## src/rtl/mdu_pkg.sv

```systemverilog
// Shared definitions for the HI/LO multiply/divide unit.
// Holds the op and mthilo encodings, the FSM state enum and op decode helpers.
package mdu_pkg;

  localparam logic [3:0] MDU_MULTU = 4'b0000;
  localparam logic [3:0] MDU_MULT  = 4'b0001;
  localparam logic [3:0] MDU_DIVU  = 4'b0010;
  localparam logic [3:0] MDU_DIV   = 4'b0011;
  localparam logic [3:0] MDU_MADDU = 4'b0100;
  localparam logic [3:0] MDU_MADD  = 4'b0101;
  localparam logic [3:0] MDU_MSUBU = 4'b0110;
  localparam logic [3:0] MDU_MSUB  = 4'b0111;

  localparam logic [1:0] MTHILO_LO = 2'b00;
  localparam logic [1:0] MTHILO_HI = 2'b01;

  typedef enum logic [1:0] {ST_IDLE, ST_MUL, ST_DIV, ST_DFIX} mdu_state_e;

  typedef enum logic [1:0] {OPC_MUL, OPC_DIV, OPC_MADD, OPC_MSUB} op_class_e;

  // Operation family; op[3]=1 no-ops are screened out before this is used.
  function automatic op_class_e op_class(input logic [3:0] op);
    op_class_e c;
    c = OPC_MUL;
    case (op)
      MDU_MULTU, MDU_MULT: c = OPC_MUL;
      MDU_DIVU,  MDU_DIV:  c = OPC_DIV;
      MDU_MADDU, MDU_MADD: c = OPC_MADD;
      MDU_MSUBU, MDU_MSUB: c = OPC_MSUB;
      default:             c = OPC_MUL;
    endcase
    return c;
  endfunction

  function automatic logic op_signed(input logic [3:0] op);
    return op inside {MDU_MULT, MDU_DIV, MDU_MADD, MDU_MSUB};
  endfunction

endpackage

```

## src/rtl/mul_div_unit_if.sv

```systemverilog
// Issue-side bundle of the multiply/divide unit.
// master: issue stage (drives start/op/operands/mthilo/cancel, sees hi/lo/busy/done).
// slave:  mul_div_unit.
interface mul_div_unit_if #(
  parameter int unsigned WIDTH = 32
) ();
  logic             start;
  logic [3:0]       op;
  logic [WIDTH-1:0] src_a;
  logic [WIDTH-1:0] src_b;
  logic [1:0]       mthilo;
  logic             cancel;
  logic [WIDTH-1:0] hi;
  logic [WIDTH-1:0] lo;
  logic             busy;
  logic             done;

  modport master (output start, op, src_a, src_b, mthilo, cancel,
                  input  hi, lo, busy, done);
  modport slave  (input  start, op, src_a, src_b, mthilo, cancel,
                  output hi, lo, busy, done);
endinterface

```

## src/rtl/mdu_divider.sv

```systemverilog
// Iterative radix-2 restoring divider on operand magnitudes.
// Ports: clk, reset (async, active-low); start_i/cancel_i load or abort;
// signed_i, dividend_i, divisor_i operands; busy_o while iterating;
// valid_o once all WIDTH quotient bits exist; quo_o_c/rem_o_c are the
// sign-corrected results (divide-by-zero override applied).
module mdu_divider #(
  parameter int unsigned WIDTH = 32
) (
  input  logic             clk,
  input  logic             reset,
  input  logic             start_i,
  input  logic             cancel_i,
  input  logic             signed_i,
  input  logic [WIDTH-1:0] dividend_i,
  input  logic [WIDTH-1:0] divisor_i,
  output logic             busy_o,
  output logic             valid_o,
  output logic [WIDTH-1:0] quo_o_c,
  output logic [WIDTH-1:0] rem_o_c
);
  localparam int unsigned CNT_W = $clog2(WIDTH + 1);

  logic             busy_q, busy_d, valid_q, valid_d;
  logic [CNT_W-1:0] cnt_q, cnt_d;
  logic [WIDTH-1:0] quo_q, quo_d, rem_q, rem_d, dvs_q, dvs_d, dvd_q, dvd_d;
  logic             negq_q, negq_d, negr_q, negr_d, zero_q, zero_d;

  logic             a_neg_c, b_neg_c;
  logic [WIDTH-1:0] a_mag_c, b_mag_c;
  logic [WIDTH:0]   shift_c, diff_c;

  // Magnitudes: a most-negative operand maps to 2^(WIDTH-1) as unsigned.
  assign a_neg_c = signed_i & dividend_i[WIDTH-1];
  assign b_neg_c = signed_i & divisor_i[WIDTH-1];
  assign a_mag_c = a_neg_c ? -dividend_i : dividend_i;
  assign b_mag_c = b_neg_c ? -divisor_i  : divisor_i;

  // One restoring step: bring down the next dividend bit, trial subtract.
  assign shift_c = {rem_q, quo_q[WIDTH-1]};
  assign diff_c  = shift_c - {1'b0, dvs_q};

  always_comb begin
    busy_d  = busy_q;
    valid_d = valid_q;
    cnt_d   = cnt_q;
    quo_d   = quo_q;
    rem_d   = rem_q;
    dvs_d   = dvs_q;
    dvd_d   = dvd_q;
    negq_d  = negq_q;
    negr_d  = negr_q;
    zero_d  = zero_q;
    if (cancel_i) begin
      busy_d  = 1'b0;
      valid_d = 1'b0;
    end else if (start_i) begin
      busy_d  = 1'b1;
      valid_d = 1'b0;
      cnt_d   = CNT_W'(WIDTH);
      quo_d   = a_mag_c;
      rem_d   = '0;
      dvs_d   = b_mag_c;
      dvd_d   = dividend_i;
      negq_d  = a_neg_c ^ b_neg_c;
      negr_d  = a_neg_c;
      zero_d  = (divisor_i == '0);
    end else if (busy_q) begin
      cnt_d = cnt_q - CNT_W'(1);
      if (!diff_c[WIDTH]) begin
        rem_d = diff_c[WIDTH-1:0];
        quo_d = {quo_q[WIDTH-2:0], 1'b1};
      end else begin
        rem_d = shift_c[WIDTH-1:0];
        quo_d = {quo_q[WIDTH-2:0], 1'b0};
      end
      if (cnt_q == CNT_W'(1)) begin
        busy_d  = 1'b0;
        valid_d = 1'b1;
      end
    end
  end

  always_ff @(posedge clk or negedge reset) begin
    if (!reset) begin
      busy_q  <= 1'b0;
      valid_q <= 1'b0;
      cnt_q   <= '0;
      quo_q   <= '0;
      rem_q   <= '0;
      dvs_q   <= '0;
      dvd_q   <= '0;
      negq_q  <= 1'b0;
      negr_q  <= 1'b0;
      zero_q  <= 1'b0;
    end else begin
      busy_q  <= busy_d;
      valid_q <= valid_d;
      cnt_q   <= cnt_d;
      quo_q   <= quo_d;
      rem_q   <= rem_d;
      dvs_q   <= dvs_d;
      dvd_q   <= dvd_d;
      negq_q  <= negq_d;
      negr_q  <= negr_d;
      zero_q  <= zero_d;
    end
  end

  assign busy_o  = busy_q;
  assign valid_o = valid_q;
  // Sign fix; divide-by-zero returns all-ones quotient and the raw dividend.
  assign quo_o_c = zero_q ? '1    : (negq_q ? -quo_q : quo_q);
  assign rem_o_c = zero_q ? dvd_q : (negr_q ? -rem_q : rem_q);

endmodule

```

## src/rtl/mul_div_unit.sv

```systemverilog
// HI/LO multiply/divide unit beside the EX-stage ALU.
// Ports: clk, reset (async, active-low) and bus (slave modport): start/op/
// src_a/src_b issue an op, mthilo writes HI/LO directly, cancel aborts the
// in-flight op; hi/lo architectural registers, busy while an op is in
// flight, done one-cycle pulse when a completed op updated HI/LO.
module mul_div_unit
  import mdu_pkg::*;
#(
  parameter int unsigned WIDTH   = 32,
  parameter int unsigned MUL_LAT = 5
) (
  input  logic           clk,
  input  logic           reset,
  mul_div_unit_if.slave  bus
);
  localparam int unsigned W2      = 2 * WIDTH;
  localparam int unsigned CNT_MAX = (WIDTH > MUL_LAT) ? WIDTH : MUL_LAT;
  localparam int unsigned CNT_W   = $clog2(CNT_MAX + 1);

  mdu_state_e       state_q, state_d;
  logic [CNT_W-1:0] cnt_q, cnt_d;
  logic [W2-1:0]    tmp_q, tmp_d;
  logic [WIDTH-1:0] hi_q, hi_d, lo_q, lo_d;
  logic             busy_q, busy_d, done_q, done_d;

  logic             accept_c;
  op_class_e        cls_c;
  logic [W2-1:0]    ext_a_c, ext_b_c, prod_c, mac_c;
  logic             div_busy, div_valid;
  logic [WIDTH-1:0] div_quo, div_rem;

  assign accept_c = (state_q == ST_IDLE) && bus.start && !bus.op[3] && !bus.cancel;
  assign cls_c    = op_class(bus.op);

  // Full-width product at acceptance; truncation to 2*WIDTH gives the
  // correct two's-complement result for signed operands too.
  always_comb begin
    if (op_signed(bus.op)) begin
      ext_a_c = {{WIDTH{bus.src_a[WIDTH-1]}}, bus.src_a};
      ext_b_c = {{WIDTH{bus.src_b[WIDTH-1]}}, bus.src_b};
    end else begin
      ext_a_c = {{WIDTH{1'b0}}, bus.src_a};
      ext_b_c = {{WIDTH{1'b0}}, bus.src_b};
    end
    prod_c = ext_a_c * ext_b_c;
    case (cls_c)
      OPC_MADD: mac_c = {hi_q, lo_q} + prod_c;
      OPC_MSUB: mac_c = {hi_q, lo_q} - prod_c;
      default:  mac_c = prod_c;
    endcase
  end

  mdu_divider #(.WIDTH(WIDTH)) u_div (
    .clk        (clk),
    .reset      (reset),
    .start_i    (accept_c && (cls_c == OPC_DIV)),
    .cancel_i   (bus.cancel),
    .signed_i   (op_signed(bus.op)),
    .dividend_i (bus.src_a),
    .divisor_i  (bus.src_b),
    .busy_o     (div_busy),
    .valid_o    (div_valid),
    .quo_o_c    (div_quo),
    .rem_o_c    (div_rem)
  );

  // Next-state, counter and HI/LO update.
  always_comb begin
    state_d = state_q;
    cnt_d   = cnt_q;
    tmp_d   = tmp_q;
    hi_d    = hi_q;
    lo_d    = lo_q;
    done_d  = 1'b0;
    case (state_q)
      ST_IDLE: begin
        if (accept_c) begin
          if (cls_c == OPC_DIV) begin
            state_d = ST_DIV;
            cnt_d   = CNT_W'(WIDTH);
          end else begin
            state_d = ST_MUL;
            cnt_d   = CNT_W'(MUL_LAT);
            tmp_d   = mac_c;
          end
        end else if (bus.mthilo == MTHILO_LO) begin
          lo_d = bus.src_a;
        end else if (bus.mthilo == MTHILO_HI) begin
          hi_d = bus.src_a;
        end
      end
      ST_MUL: begin
        if (bus.cancel) begin
          state_d = ST_IDLE;
        end else if (cnt_q == CNT_W'(1)) begin
          {hi_d, lo_d} = tmp_q;
          done_d       = 1'b1;
          state_d      = ST_IDLE;
        end else begin
          cnt_d = cnt_q - CNT_W'(1);
        end
      end
      ST_DIV: begin
        cnt_d = cnt_q - CNT_W'(1);
        if (bus.cancel) begin
          state_d = ST_IDLE;
        end else if (cnt_q == CNT_W'(1)) begin
          state_d = ST_DFIX;
        end
      end
      ST_DFIX: begin
        state_d = ST_IDLE;
        if (!bus.cancel && div_valid) begin
          hi_d   = div_rem;
          lo_d   = div_quo;
          done_d = 1'b1;
        end
      end
      default: state_d = ST_IDLE;
    endcase
    busy_d = (state_d != ST_IDLE);
  end

  always_ff @(posedge clk or negedge reset) begin
    if (!reset) begin
      state_q <= ST_IDLE;
      cnt_q   <= '0;
      tmp_q   <= '0;
      hi_q    <= '0;
      lo_q    <= '0;
      busy_q  <= 1'b0;
      done_q  <= 1'b0;
    end else begin
      state_q <= state_d;
      cnt_q   <= cnt_d;
      tmp_q   <= tmp_d;
      hi_q    <= hi_d;
      lo_q    <= lo_d;
      busy_q  <= busy_d;
      done_q  <= done_d;
    end
  end

  assign bus.hi   = hi_q;
  assign bus.lo   = lo_q;
  assign bus.busy = busy_q;
  assign bus.done = done_q;

  // The divider core must still be iterating for every DIV-state cycle.
  ap_div_in_step: assert property (@(posedge clk) disable iff (!reset)
    (state_q == ST_DIV) |-> div_busy);

endmodule

```

## src/flat_wrapper.sv

```systemverilog
// flat-port wrapper written by rule: the top's interface ports become plain ports
module mul_div_unit_flat import mdu_pkg::*;
#(
  parameter int unsigned WIDTH   = 32,
  parameter int unsigned MUL_LAT = 5
)
  (clk, reset, bus_start, bus_op, bus_src_a, bus_src_b, bus_mthilo, bus_cancel, bus_hi, bus_lo, bus_busy, bus_done);
  mul_div_unit_if #(.WIDTH(WIDTH)) bus_i ();
  input  logic clk;
  input  logic reset;
  input wire logic [$bits(bus_i.start)-1:0] bus_start;
  input wire logic [$bits(bus_i.op)-1:0] bus_op;
  input wire logic [$bits(bus_i.src_a)-1:0] bus_src_a;
  input wire logic [$bits(bus_i.src_b)-1:0] bus_src_b;
  input wire logic [$bits(bus_i.mthilo)-1:0] bus_mthilo;
  input wire logic [$bits(bus_i.cancel)-1:0] bus_cancel;
  output wire logic [$bits(bus_i.hi)-1:0] bus_hi;
  output wire logic [$bits(bus_i.lo)-1:0] bus_lo;
  output wire logic [$bits(bus_i.busy)-1:0] bus_busy;
  output wire logic [$bits(bus_i.done)-1:0] bus_done;
  assign bus_i.start = bus_start;
  assign bus_i.op = bus_op;
  assign bus_i.src_a = bus_src_a;
  assign bus_i.src_b = bus_src_b;
  assign bus_i.mthilo = bus_mthilo;
  assign bus_i.cancel = bus_cancel;
  assign bus_hi = bus_i.hi;
  assign bus_lo = bus_i.lo;
  assign bus_busy = bus_i.busy;
  assign bus_done = bus_i.done;
  mul_div_unit #(.WIDTH(WIDTH), .MUL_LAT(MUL_LAT)) u_core (.clk(clk), .reset(reset), .bus(bus_i));
endmodule
```

## config.mk

```make
export PLATFORM = sky130hd
export DESIGN_NAME = mul_div_unit_flat
export DESIGN_NICKNAME = d
export VERILOG_FILES = /design/src/rtl/mdu_pkg.sv /design/src/rtl/mul_div_unit_if.sv /design/src/rtl/mdu_divider.sv /design/src/rtl/mul_div_unit.sv /design/src/flat_wrapper.sv
export SDC_FILE = /design/constraint.sdc
export NUM_CORES = 2
export LEC_CHECK = 0
export BUFFER_PORTS_ARGS = -buffer_cell sky130_fd_sc_hd__buf_2
export CORE_ASPECT_RATIO = 0.5
export CORE_MARGIN = 3
export CORE_UTILIZATION = 65
export DETAILED_ROUTE_END_ITERATION = 8
export PLACE_DENSITY = 0.82
export SYNTH_ARGS = -nofsm -noshare
export SYNTH_HDL_FRONTEND = slang
export SYNTH_HIERARCHICAL = 1
export SYNTH_SLANG_ARGS = --single-unit
```

## constraint.sdc

```tcl
create_clock -name clk -period 5 [get_ports clk]
set_clock_uncertainty 0.1 [all_clocks]
set_input_delay 1 -clock clk [delete_from_list [all_inputs] [get_ports clk]]
set_output_delay 1 -clock clk [all_outputs]
set_load 0.005 [all_outputs]
```

# Yosys cells after proc, flatten, opt, wreduce, memory -nomap -nowiden
# Memory sizes are Yosys's and may differ from the RTL's.
# Cells that the tools add are included.
dict set report totals {
  memories 1
  regBits 277
  mem_bits_ro 16
  output_inout_bits 66
  inputBits 74
  elab_cells 134
}
dict set report op_classes {
  eq_ne 22
  n_mul 1
  bitwise_logic 5
  muxes 55
  reduce_logical 24
  add_sub_neg 9
}
# name depth word_bits rd rd_ports_with_merged_regs write_ports line_no
set mem_list {}
lappend mem_list {{(no name shown)} 8 2 1 0 0 mdu_pkg.sv:25} ;# case (op)
# cell n
set ops {}
lappend ops {{32-bit two-way mux} 22}
lappend ops {{32-bit case mux with 3 select lines} 2}
lappend ops {{64-bit two-way mux} 2}
lappend ops {{32-bit negator} 4}
lappend ops {{64-bit case mux with 2 select lines} 1}
lappend ops {{64-bit adder} 1}
lappend ops {{64-bit by 64-bit multiplier with 64-bit output} 1}
lappend ops {{64-bit subtractor} 1}
lappend ops {{6-bit two-way mux} 6}
lappend ops {{33-bit by 32-bit subtractor with 33-bit output} 1}
lappend ops {{32-bit logical NOT} 1}
lappend ops {{6-bit case mux with 3 select lines} 1}
lappend ops {{2-bit two-way mux} 7}
lappend ops {{6-bit by 1-bit equality test with 1-bit output (second input constant)} 2}
lappend ops {{1-bit two-way mux} 12}
lappend ops {{2-bit != test (second input constant)} 6}
lappend ops {{3-bit nonzero test} 4}
lappend ops {{6-bit by 1-bit subtractor with 6-bit output (second input constant)} 2}
lappend ops {{2-bit equality test (second input constant)} 4}
lappend ops {{4-bit by 3-bit equality test with 1-bit output (second input constant)} 2}
lappend ops {{2-bit case mux with 4 select lines} 1}
lappend ops {{7-bit AND reduction} 1}
lappend ops {{2-bit by 1-bit equality test with 1-bit output (second input constant)} 3}
lappend ops {{2-bit by 1-bit != test with 1-bit output (second input constant)} 3}
lappend ops {{other kinds (15)} 26}

# Longest topological paths before layout
dict set report depth {
  ltp_word 7
  ltp_mapped 52
  depth_no_buf 48
}

# By module
# The synthesis kept the hierarchy.
# module cells_each seq_area_each_um2 area_per_inst_um2 instances
set by_module_without_submodules {}
lappend by_module_without_submodules {mul_div_unit 6767 3453.3 59908.7 1}
lappend by_module_without_submodules {mdu_divider 1316 3478.3 10441.3 1}

# Least setup slack after synthesis
# Ideal clock, no wire load.
dict set report synth_path {
  kind {input to register}
  start {input port bus_op[0]}
  end {register u_core.tmp_q[60]}
  path_slack_ps -7769
  setup_time_ps 77
  required_time_ps 4823
  t_arrival_ps 12591
  stages 47
  path_buffers 5
  cell_sequence {nor2b_1 -> clkbuf_1 -> and2_1 -> clkbuf_1 -> clkbuf_1 -> nand2_1 -> fa_1 -> inv_1 -> fa_1 -> fa_1 -> fa_1 -> inv_1 -> fa_1 -> inv_1 -> fa_1 -> fa_1 -> fa_1 -> inv_1 -> (+11 left out) -> or3_1 -> or2_4 -> nor3_1 -> a21oi_1 -> xor2_1 -> ha_1 -> clkbuf_1 -> a21o_1 -> a21o_1 -> a21o_1 -> a21o_1 -> a221o_1 -> a31o_2 -> nand3b_1 -> a31oi_1 -> or4_1 -> a31o_2 -> a21oi_1}
}
dict set report synth_via {
  elab_chain_len 6
  word_cells_on_any_way 18
  cone_classes {2 x add/sub; 1 x mul; 7 x eq/ne; 4 x mux; 1 x bitwise; 2 x reduce/logical; 1 x memory}
}
# element line_no
set synth_lines {}
lappend synth_lines {{from (decl)} flat_wrapper.sv:12} ;# input wire logic [$bits(bus_i.op)-1:0] bus_op;
lappend synth_lines {{4-bit by 1-bit equality test with 1-bit output, or another cell as far along} mdu_pkg.sv:36} ;# return op inside {MDU_MULT, MDU_DIV, MDU_MADD, MDU_MSUB};
lappend synth_lines {{4-bit nonzero test} mdu_pkg.sv:36}
lappend synth_lines {{64-bit two-way mux} mul_div_unit.sv:38} ;# if (op_signed(bus.op)) begin
lappend synth_lines {{64-bit by 64-bit multiplier with 64-bit output} mul_div_unit.sv:45} ;# prod_c = ext_a_c * ext_b_c;
lappend synth_lines {{64-bit subtractor / 64-bit adder (equally long branches)} {mul_div_unit.sv:48, mul_div_unit.sv:47}}
lappend synth_lines {{64-bit case mux with 2 select lines} mul_div_unit.sv:46} ;# case (cls_c)
lappend synth_lines {{to (signal assigned)} mul_div_unit.sv:136} ;# tmp_q <= tmp_d;
lappend synth_lines {{to (decl)} mul_div_unit.sv:22} ;# logic [W2-1:0] tmp_q, tmp_d;
# Several ways; a longest one is shown, not always the timed one.
# A chain may end at the register's enable or synchronous reset.

# Worst setup path in the final report
dict set report layout_path {
  start {input port bus_src_a[22]}
  end {register u_core.tmp_q[63]}
}
dict set report layout_via {
  elab_chain_len 4
  word_cells_on_any_way 5
  cone_classes {2 x add/sub; 1 x mul; 2 x mux}
}
# element line_no
set layout_lines {}
lappend layout_lines {{from (decl)} flat_wrapper.sv:13} ;# input wire logic [$bits(bus_i.src_a)-1:0] bus_src_a;
lappend layout_lines {{64-bit two-way mux (*)} mul_div_unit.sv:38}
lappend layout_lines {{64-bit by 64-bit multiplier with 64-bit output (*)} mul_div_unit.sv:45}
lappend layout_lines {{64-bit subtractor / 64-bit adder (equally long branches)} {mul_div_unit.sv:48, mul_div_unit.sv:47}}
lappend layout_lines {{64-bit case mux with 2 select lines (*)} mul_div_unit.sv:46}
# Every way passes the cells marked *; elsewhere a longest branch is shown, timed or not.

==> run_summary.xml <==
<?xml version="1.0" encoding="UTF-8"?>
<metrics>
  <group name="die">
    <metric name="die_area" unit="µm²">112000</metric>
    <metric name="placementRows" unit="">84</metric>
    <metric name="chipWidth" unit="µm">471</metric>
    <metric name="initial_core_util" unit="%">66.3</metric>
    <metric name="die_y" unit="µm">239</metric>
    <metric name="core-area" unit="µm²">106000</metric>
    <metric name="floorplan.io_pins" unit="">140</metric>
  </group>
  <group name="timing">
    <metric name="rsz_0062_raised_after_global_routing" unit="">true</metric>
    <metric name="finalCriticalPeriod" unit="ns">12.67</metric>
    <metric name="timing_worst_slew_pin_value" unit="ns">1.27</metric>
    <metric name="timing_hold_violations_final" unit="">0</metric>
    <metric name="slew-limit-headroom" unit="%">15.6</metric>
    <metric name="fmax" unit="GHz">0.0789</metric>
    <metric name="final_count_of_pins_violating_max_slew" unit="">0</metric>
    <metric name="fin_crit_sh" unit="%">253</metric>
    <metric name="setup_viol" unit="">59</metric>
    <metric name="postLayoutSetupSlackWorst" unit="ns">-7.67</metric>
  </group>
  <group name="detailed_routing">
    <metric name="finalWirelength" unit="mm">265</metric>
    <metric name="drt_drc_violations_left" unit="">0</metric>
    <metric name="avgViaCountPerCell" unit="">6.20</metric>
    <metric name="wl_per_cell" unit="µm">25.0</metric>
    <metric name="detailroute.via_count" unit="">65641</metric>
    <metric name="detailedRoute.firstPassIterationCount" unit="">9</metric>
    <metric name="number_of_nets_still_failing_antenna_checks_after_routing" unit="">0</metric>
    <metric name="first_iter_violations" unit="">8497</metric>
  </group>
  <group name="clock_tree">
    <metric name="ctsLongestPathBuffers" unit="">3</metric>
    <metric name="clockRootBuffer" unit="">clkbuf_16</metric>
    <metric name="clock_insertion_delay_worst_skew" unit="ns">0.65</metric>
    <metric name="cts.sink_count" unit="">277</metric>
    <metric name="h-tree-depth" unit="">1</metric>
    <metric name="cts_tree" unit="">done</metric>
    <metric name="clk_transition_reported_paths" unit="ns">0.07</metric>
    <metric name="numCtsBuffers" unit="">30</metric>
    <metric name="cts_hold_buf" unit="">0</metric>
  </group>
  <group name="flow_run">
    <metric name="cap_viol_max_count" unit="">0</metric>
  </group>
  <group name="setup_path">
    <metric name="capturing_element_type_of_the_critical_path" unit="">flop</metric>
    <metric name="slowest_stage" unit="">fa_1</metric>
    <metric name="slowest_delay" unit="ns">0.91</metric>
    <metric name="crit_family" unit="">adder cells</metric>
    <metric name="critical_path_cell_count" unit="">45</metric>
    <metric name="setup.worst_path.start_class" unit="">primary input</metric>
    <metric name="cp_data_arrival_time" unit="ns">13.09</metric>
    <metric name="cp_data_required_time" unit="ns">5.43</metric>
    <metric name="crit_path_frequent_cell" unit="">fa_1</metric>
    <metric name="timing_worst_setup_path_type" unit="">in2reg</metric>
    <metric name="timing.critical_path.fanout_max" unit="">13</metric>
    <metric name="worstRegToRegCells" unit="">18</metric>
    <metric name="cp_num_buf_inv" unit="">10</metric>
  </group>
  <group name="grt">
    <metric name="antenna_found_initial" unit="">23</metric>
    <metric name="grt_first_pass_wirelength" unit="mm">392</metric>
    <metric name="first_global_vias" unit="">67087</metric>
    <metric name="grt_overflow" unit="">0</metric>
    <metric name="global_route.usage.total" unit="%">45.7</metric>
    <metric name="grt_start_max_net_pins" unit="">115</metric>
  </group>
  <group name="final_layout">
    <metric name="final_common_cell" unit="">inv_1</metric>
    <metric name="commonest_cells_after_routing_fill_and_taps_aside" unit="">inv_1 (1620), fa_1 (1361), nand2_1 (1168)</metric>
    <metric name="post_route_cells_drive_above_1_share" unit="%">22.9</metric>
    <metric name="area.growth.synth_to_final" unit="%">23.3</metric>
    <metric name="finalNetCount" unit="">11054</metric>
    <metric name="fillerInstances" unit="">6525</metric>
    <metric name="finish.instance_area" unit="µm²">86700</metric>
  </group>
  <group name="placement">
    <metric name="io_buffers" unit="">139</metric>
    <metric name="hpwl" unit="mm">205</metric>
    <metric name="gp_routability_congestion" unit="">1.09</metric>
    <metric name="placedInstanceArea" unit="µm²">81800</metric>
  </group>
  <group name="synthesis">
    <metric name="synthFlopType" unit="">dfrtp_1</metric>
    <metric name="synth_sequential_area_ratio" unit="%">9.85</metric>
    <metric name="synth-seq-cells" unit="">277</metric>
    <metric name="syn-cell-area" unit="µm²">70300</metric>
    <metric name="netlist-cell-type-count" unit="">105</metric>
    <metric name="postSynthAreaPerCell" unit="µm²">8.70</metric>
    <metric name="postSynthCellCount" unit="">8083</metric>
    <metric name="async_reset_ff_share" unit="%">100</metric>
    <metric name="synth_nets" unit="">9993</metric>
    <metric name="yosysWarnings" unit="">6</metric>
    <metric name="synth-edff-count" unit="">0</metric>
  </group>
  <group name="min_path">
    <metric name="hp-class" unit="">in2async</metric>
  </group>
  <group name="outcome">
    <metric name="failed_checks" unit="">negative setup slack</metric>
    <metric name="status" unit="">finished with violations</metric>
  </group>
</metrics>
-- metrics by stage --
| step | worst slack [ns] | hold WS, ns | instances | utilization, % | setup TNS (ns) |
|---|---|---|---|---|---|
| after floorplan | -6.94 | 0.342 | 8083 | - | -295.39 |
| after global placement | -8.20 | 0.354 | 10423 | 77.0 | -369.24 |
| after detailed placement | -8.31 | 0.359 | 10423 | 77.0 | -374.14 |
| after CTS | -6.79 | 0.230 | 10543 | 80.1 | -307.35 |
| after global routing | -7.82 | 0.253 | 10586 | 81.7 | -342.20 |
| final | -7.67 | 0.202 | 10595 | 81.7 | -331.41 |
-- area by class of cell --
type	instances	area (µm²)	share of cell area (%)
repair buffers	1441	11900	13.8
flip-flops and latches	277	6930	7.99
diodes	9	22.5	0.0260
clock buffers	40	828	0.955
inverters	1658	6240	7.20
multi-input cells	5736	58800	67.8
clock inverters	15	168	0.193
well taps	1419	1780	2.05
-- Yosys cell counts (8+ instances only) --
master | instances | area, µm²
a211o_1 | 14 | 123
o22ai_1 | 19 | 119
nand2b_1 | 37 | 231
dfrtp_1 | 277 | 6930
o21ai_0 | 328 | 1640
and2_1 | 390 | 2440
o41ai_1 | 18 | 158
a31oi_1 | 32 | 200
a221o_1 | 8 | 80.1
or4_1 | 14 | 105
buf_1 | 24 | 90.1
xor2_1 | 150 | 1310
a21o_1 | 96 | 721
a22oi_1 | 24 | 180
nor2b_1 | 30 | 188
or3_1 | 24 | 150
nand3_1 | 58 | 290
a31o_2 | 12 | 105
nor4_1 | 26 | 163
o21a_1 | 28 | 210
mux2i_1 | 35 | 350
nand4_1 | 43 | 269
o21bai_1 | 21 | 158
fa_1 | 1426 | 28500
o2111ai_1 | 8 | 70.1
and3_1 | 47 | 294
clkbuf_1 | 373 | 1400
ha_1 | 410 | 5130
o31ai_1 | 34 | 255
a21oi_1 | 310 | 1550
a211oi_1 | 27 | 203
nor3b_1 | 8 | 60.1
or2_2 | 9 | 56.3
o22a_1 | 12 | 105
o211ai_1 | 24 | 180
nor3_1 | 65 | 325
nor2_1 | 275 | 1030
o21ai_1 | 44 | 220
a221oi_1 | 70 | 613
buf_2 | 9 | 45.0
xnor2_1 | 206 | 1800
inv_1 | 1657 | 6220
nand2_1 | 1219 | 4580
-- worst paths after layout --
path / slack (ns) / start / to
max: -7.67 / bus_src_a[22] / u_core/tmp_q[63]
min: 0.20 / reset / u_core/u_div/cnt_q[2]
max reg2reg: 0.57 / u_core/bus.lo[0] / u_core/tmp_q[40]
min reg2reg: 0.38 / u_core/u_div/dvd_q[5] / u_core/u_div/dvd_q[5]
max in group asynchronous: 3.50 / reset / u_core/u_div/dvd_q[28]
min in group clk: 0.38 / u_core/u_div/dvd_q[5] / u_core/u_div/dvd_q[5]
-- state kept, by name, indices dropped and copies added (netlist names) --
name and flops:
u_core/state_q 2, u_core/u_div/dvd_q 32, u_core/u_div/dvs_q 32, u_core/u_div/zero_q 1, u_core/bus.busy 1, u_core/u_div/busy_o 1
u_core/bus.lo 32, u_core/bus.done 1, u_core/u_div/negr_q 1, u_core/u_div/cnt_q 6, u_core/u_div/negq_q 1, u_core/u_div/valid_o 1
u_core/u_div/quo_q 32, u_core/u_div/rem_q 32, u_core/tmp_q 64, u_core/bus.hi 32, u_core/cnt_q 6
-- routing by layer --
metal	wire length (µm)	global-route usage (%)	part of all wire, %
met1	95800	60.8	36
met4	17500	21.3	6.6
met2	113000	69.2	43
met5	608	0	0.23
met3	38100	14.0	14
-- worst register-to-register path: stages (launching register included) --
cell       delay [ns]
dfrtp_1          0.45
inv_1            0.09
ha_1             0.16
inv_1            0.05
fa_1             0.43
a21o_1           0.18
a21o_1           0.20
a2111oi_2        0.53
o32ai_2          0.23
nor4bb_4         0.21
buf_4            0.15
o21ai_4          0.16
o211ai_1         0.17
a41o_1           0.25
a221oi_2         0.33
o21a_1           0.23
xnor2_1          0.18
a21oi_1          0.12
nor2_1           0.10
-- what timing repair did --
| action | in CTS | in global routing |
|---|---|---|
| endpoints found under the setup margin | 59 | 59 |
| cloned | 2 | 2 |
| hold endpoints to repair | 0 | 0 |
| setup buffers | 67 | 49 |
| resized for setup | 436 | 297 |
| pin swaps | 102 | 205 |
-- logic make-up after synthesis --
kind of cell,count (synthesis),synth area share [%]
muxes,39,0.562
buffers and inverters,2070,11.1
DFF,277,9.85
and+or+nand+nor,2287,15.1
adders and majority gates,1840,47.9
xor gates and xnor gates,357,4.46
AOI/OAI and AO/OA,1213,11.0
Power is not shown: default switching activity piles up to over one toggle a cycle in this logic, so the estimate is an artifact.
